$ cat src/rtl/serial_adder_ctrl.sv
// Bit-serial adder controller: reuses one full adder cell LSB-first across WIDTH
// cycles, keeping the running carry in a flop and assembling the result in a shift register.

module full_adder (
  input  logic X1,
  input  logic X2,
  input  logic Cin,
  output logic S,
  output logic Cout
);
  assign S    = X1 ^ X2 ^ Cin;
  assign Cout = (X1 & X2) | (X1 & Cin) | (X2 & Cin);
endmodule

module serial_adder_ctrl #(
  parameter int unsigned WIDTH = 8
) (
  input  logic             clk,
  input  logic             rst,
  input  logic             start,
  input  logic [WIDTH-1:0] op_a,
  input  logic [WIDTH-1:0] op_b,
  input  logic             cin,
  output logic             busy,
  output logic             done,
  output logic [WIDTH-1:0] sum,
  output logic             cout,
  output logic             ovf
);
  localparam int unsigned     CW       = $clog2(WIDTH) + 1;
  localparam logic [CW-1:0]   CNT_LAST = CW'(WIDTH - 1);

  typedef enum logic [1:0] {IDLE, RUN, DONE} state_t;

  state_t           state_q, state_d;
  logic [WIDTH-1:0] a_q, a_d, b_q, b_d, s_q, s_d;
  logic             carry_q, carry_d, cmsb_q, cmsb_d;
  logic [CW-1:0]    cnt_q, cnt_d;
  logic [WIDTH-1:0] sum_q, sum_d;
  logic             cout_q, cout_d, ovf_q, ovf_d;
  logic             fa_s, fa_co;

  full_adder u_fa (
    .X1  (a_q[0]),
    .X2  (b_q[0]),
    .Cin (carry_q),
    .S   (fa_s),
    .Cout(fa_co)
  );

  always_ff @(posedge clk or posedge rst) begin
    if (rst) begin
      state_q <= IDLE;
      a_q     <= '0;
      b_q     <= '0;
      s_q     <= '0;
      carry_q <= 1'b0;
      cmsb_q  <= 1'b0;
      cnt_q   <= '0;
      sum_q   <= '0;
      cout_q  <= 1'b0;
      ovf_q   <= 1'b0;
    end else begin
      state_q <= state_d;
      a_q     <= a_d;
      b_q     <= b_d;
      s_q     <= s_d;
      carry_q <= carry_d;
      cmsb_q  <= cmsb_d;
      cnt_q   <= cnt_d;
      sum_q   <= sum_d;
      cout_q  <= cout_d;
      ovf_q   <= ovf_d;
    end
  end

  always_comb begin
    state_d = state_q;
    a_d     = a_q;
    b_d     = b_q;
    s_d     = s_q;
    carry_d = carry_q;
    cmsb_d  = cmsb_q;
    cnt_d   = cnt_q;
    sum_d   = sum_q;
    cout_d  = cout_q;
    ovf_d   = ovf_q;
    unique case (state_q)
      IDLE: begin
        if (start) begin
          a_d     = op_a;
          b_d     = op_b;
          carry_d = cin;
          cnt_d   = '0;
          state_d = RUN;
        end
      end
      RUN: begin
        a_d     = a_q >> 1;
        b_d     = b_q >> 1;
        s_d     = {fa_s, s_q[WIDTH-1:1]};
        carry_d = fa_co;
        cnt_d   = cnt_q + 1'b1;
        if (cnt_q == CNT_LAST) begin
          // carry_q here is the carry into the MSB; ovf uses it directly since cmsb_q updates on this same edge
          cmsb_d  = carry_q;
          sum_d   = {fa_s, s_q[WIDTH-1:1]};
          cout_d  = fa_co;
          ovf_d   = cmsb_d ^ fa_co;
          state_d = DONE;
        end
      end
      DONE:    state_d = IDLE;
      default: state_d = IDLE;
    endcase
  end

  assign busy = (state_q == RUN);
  assign done = (state_q == DONE);
  assign sum  = sum_q;
  assign cout = cout_q;
  assign ovf  = ovf_q;
endmodule

$ cat config.mk
export PLATFORM = sky130hd
export DESIGN_NAME = serial_adder_ctrl
export DESIGN_NICKNAME = d
export VERILOG_FILES = /design/src/rtl/serial_adder_ctrl.sv
export SDC_FILE = /design/constraint.sdc
export NUM_CORES = 1
export LEC_CHECK = 0
export ABC_CLOCK_PERIOD_IN_PS = 1400
export CELL_PAD_IN_SITES_DETAIL_PLACEMENT = 1
export CELL_PAD_IN_SITES_GLOBAL_PLACEMENT = 2
export CORE_UTILIZATION = 30
export CTS_CLUSTER_DIAMETER = 30
export CTS_CLUSTER_SIZE = 10
export DETAILED_ROUTE_END_ITERATION = 8
export PLACE_DENSITY_LB_ADDON = 0.1
export SLEW_MARGIN = 25
export SYNTH_ARGS = -nofsm -noshare
export SYNTH_HDL_FRONTEND = slang
export SYNTH_SLANG_ARGS = --single-unit
export TNS_END_PERCENT = 100
$ cat constraint.sdc
create_clock -name clk -period 1.4 [get_ports clk]
set_input_delay 0.28 -clock clk [delete_from_list [all_inputs] [get_ports clk]]
set_output_delay 0.28 -clock clk [all_outputs]
set_load 0.1 [all_outputs]
==> metrics.md, run 1 <==
| Metric | Value |
|---|---|
| Clock Tree Root | clkbuf_8 |
| Starting Density | 0.3206 |
| Total Routed Length | 3.860 mm |
| Nets | 208 |
| Static leakage | 1.098 nW |
| Rows | 26 |
| Top delay family on crit path | flip-flops |
| Die footprint | 5901 sq um |
| Largest net degree at the start of global routing | 41 |
| CTS clock-pin slew for the worst setup and hold paths | 0.09 ns |
| Period minus WS final | 1.510 ns |
| IO Count | 32 |
| DRC viols | 0 |
| Top cells by area, synth | dfrtp_1, mux2_2, a22oi_1, o21ai_0, nand2_1 |
| Port bufs | 31 |
| ANT nets after route | 0 |
| Overflow after GRT | 0 |
| Warnings, synthesis | 0 |
| Pre-CTS setup slack | -0.1929 ns |
| CP required | 1.12 ns |
| Buf/Inv on CP | 2 |
| Core area | 5238 sq um |
| Max Freq | 662.2 MHz |
| Final WS setup | -0.1100 ns |
| Setup crit start kind | flip-flop |
| Highest-delay cell along the critical path | dfrtp_1 |
| Crit-path cells | buf_8 -> nor2b_4 -> buf_12 |
| R2R depth | 4 |
| PwrDens | 2401 nW/um^2 |
| Final Skew | 0.01183 ns |
| Post-Syn Area | 1679 sq um |
| WL/cell | 15.02 um |
| Syn Inst Count | 139 |
| Peak supply drop | 1.158 mV |
| CP Capture Type | output port |
| WP depth | 3 |
| Worst skew pair latency | 0.30 ns |
| Min-delay worst type | in -> async |
| Final period util | 1.079 |
| Commonest cells post-synth | dfrtp_1, mux2_2, nand2_1 |
| First-pass GRT wire length | 6.665 mm |
| RSZ-0062 raised after global routing | yes |
| Distinct cell type count after synthesis | 23 |
| Hold Worst Slack | 0.3354 ns |
| Setup TNS | -0.8474 ns |
| Average cell area after synthesis | 12.08 sq um |
| Max cap viols | 0 |
| Total power | 6.024 mW |
| Drt first pass iters | 4 |
| Clock Sinks | 40 |
| CTS H-tree depth | 2 |
| Reg-to-reg slack, setup | -0.08 ns |
| Final-layout fill cell count | 539 |
| Initial antenna violation count | 0 |
| Slowest stage delay, CP | 0.39 ns |
| Reg-to-Reg Start | state_q[1]$_DFFE_PP0P_ |
| Clock Path Buffers | 2 |
| Total GRT Usage | 0.1452 |
| Tightest Pin Transition | 0.2238 ns |
| Final setup viols | 14 |
| WS Path Type | reg -> out |
| Predominant post-synthesis flop cell | dfrtp_1 |
| Slew Limit Headroom | 0.8508 |
| Layout area overhead | 49.40% |
| Cts bufs inserted | 5 |
| Die Y-Extent | 76.82 um |
| Syn_nets | 161 |
| Die X | 76.82 um |
| Critical Path Start | state_q[1]$_DFFE_PP0P_ |
| Top-area cell type share of the netlist area | 0.5961 |
| R2r endpoint | sum[1]$_DFFE_PP0P_ |
| Placed cells | 247 |
| Failing checks | setup timing |
| Post-synth EDFFs | 0 |
| CTS Hold Bufs | 0 |
| Placer congestion estimate | 0.7384 |
| ANT cells | 0 |
| Synth Register Bits | 40 |
| Share of post-route cells with drive strength above 1 | 0.3369 |
| Post-synthesis sequential area ratio | 0.5961 |
| Non-filler instance count after layout | 257 |
| Slew Viols, Final | 0 |
| Status | complete, but fails checks |
| DRT iter0 DRCs | 58 |
| Top-count cell post-synth | dfrtp_1 |
| DP Wirelength | 2.638 mm |
| FFs w/ async S/R, synth | 1.000 |
| Avg Vias per Cell | 4.817 |
| Via count | 1238 |
| Final Hold Viols | 0 |
| Clock tree from TritonCTS | yes |
| Area leader, netlist | dfrtp_1 |
| Max Fanout on Critical Path | 20 |
| Critical Path AT | 1.23 ns |
| Vias in the first global route | 1356 |
[registers in the layout, indices dropped and copies added (netlist names)]
| register | flops |
|---|---|
| carry_q | 1 |
| b_q | 8 |
| a_q | 8 |
| s_q | 7 |
| ovf | 1 |
| state_q | 2 |
| cout | 1 |
| sum | 8 |
| cnt_q | 4 |
[cell usage in the layout (no fill, tap or decap)]
master and count:
inv_1 1, buf_8 1, mux2_4 10, o21ai_0 15
buf_12 14, clkbuf_8 5, a41oi_1 1, buf_4 13
nand2_1 16, a21oi_1 3, clkinvlp_4 1, mux2_2 8
a22o_1 4, and3b_1 1, o21bai_1 1, clkdlybuf4s50_1 19
ha_2 1, buf_6 2, nand3_1 1, nor2b_2 2
fa_2 1, nor2b_4 1, nor2_1 5, dfrtp_1 40
and2b_1 1, bufinv_16 1, a31oi_1 1, nor3b_4 1
a22oi_1 14, xor2_1 1, inv_6 1, nand2_2 1
[per-layer routing]
layer	track usage	share of wire
met4	0.05192	0.015
met3	0.04048	0.046
met5	0	0
met1	0.1819	0.45
met2	0.2384	0.49
[per-stage QoR]
step                  util  area, sq um
floorplan                -         1735
global placement    0.4479         2346
detailed placement  0.4479         2346
CTS                 0.4775         2501
global route        0.4790         2509
finish              0.4790         2509
[how the worst max path moves through the flow]
stage / to / slack (ns)
after CTS: busy / -0.12
after floorplan: cout$_DFFE_PP0P_ / -0.05
after global routing: busy / -0.18
after global placement: a_q[7]$_DFFE_PP0P_ / -0.09
after detailed placement: b_q[7]$_DFFE_PP0P_ / -0.19
final: done / -0.11
[area by class of cell]
class	instances	area, sq um	area share
Tap cell	70	87.58	0.03491
Clock buffer	5	68.82	0.02743
Multi-Input combinational cell	89	695.7	0.2773
Clock inverter	3	46.29	0.01845
Timing Repair Buffer	49	605.6	0.2414
Inverter	1	3.754	0.001496
Sequential cell	40	1001	0.3990
[what timing repair did]
action,4_1_cts,5_1_grt
resized for setup,6,3
setup buffers,2,0
endpoints found under the hold margin,0,0
setup endpoints to repair,12,24
[logic make-up after synthesis]
| group | share of synthesized area |
|---|---|
| compound gates | 0.1505 |
| xor+xnor | 0.005217 |
| fa+ha+maj | 0.01937 |
| buf+inv | 0.02757 |
| flops | 0.5961 |
| mux | 0.1207 |
| simple gates | 0.08048 |
[power by group]
group          total [mW]  internal, mW  switching (mW)  leakage (nW)
Combinational        3.07          1.40            1.67         0.529
Clock               0.971         0.537           0.434        0.0548
Sequential           1.99          1.61           0.376         0.515
[tightest hold or removal path, delay by kind of cell]
kind,cells,cell delay [ns]
buf+inv,3,0.73
Note: power is estimated with default switching activity, not from simulation.
==> run 2, diff against run 1 <==
--- a/config.mk
+++ b/config.mk
@@ -12,6 +12,7 @@
 export CTS_CLUSTER_DIAMETER = 30
 export CTS_CLUSTER_SIZE = 10
 export DETAILED_ROUTE_END_ITERATION = 8
+export GPL_TIMING_DRIVEN = 1
 export PLACE_DENSITY_LB_ADDON = 0.1
 export SLEW_MARGIN = 25
 export SYNTH_ARGS = -nofsm -noshare
==> results of run 2 <==
No change in the layout: final DEF, timing and power equal those of run 1.
==> run 3, diff against run 2 <==
--- a/config.mk
+++ b/config.mk
@@ -10,11 +10,11 @@
 export CELL_PAD_IN_SITES_GLOBAL_PLACEMENT = 2
 export CORE_UTILIZATION = 30
 export CTS_CLUSTER_DIAMETER = 30
-export CTS_CLUSTER_SIZE = 10
+export CTS_CLUSTER_SIZE = 28
 export DETAILED_ROUTE_END_ITERATION = 8
 export GPL_TIMING_DRIVEN = 1
 export PLACE_DENSITY_LB_ADDON = 0.1
-export SLEW_MARGIN = 25
+export SLEW_MARGIN = 15
 export SYNTH_ARGS = -nofsm -noshare
 export SYNTH_HDL_FRONTEND = slang
 export SYNTH_SLANG_ARGS = --single-unit
==> results of run 3 <==
No change in the layout: final DEF, timing and power equal those of run 1.
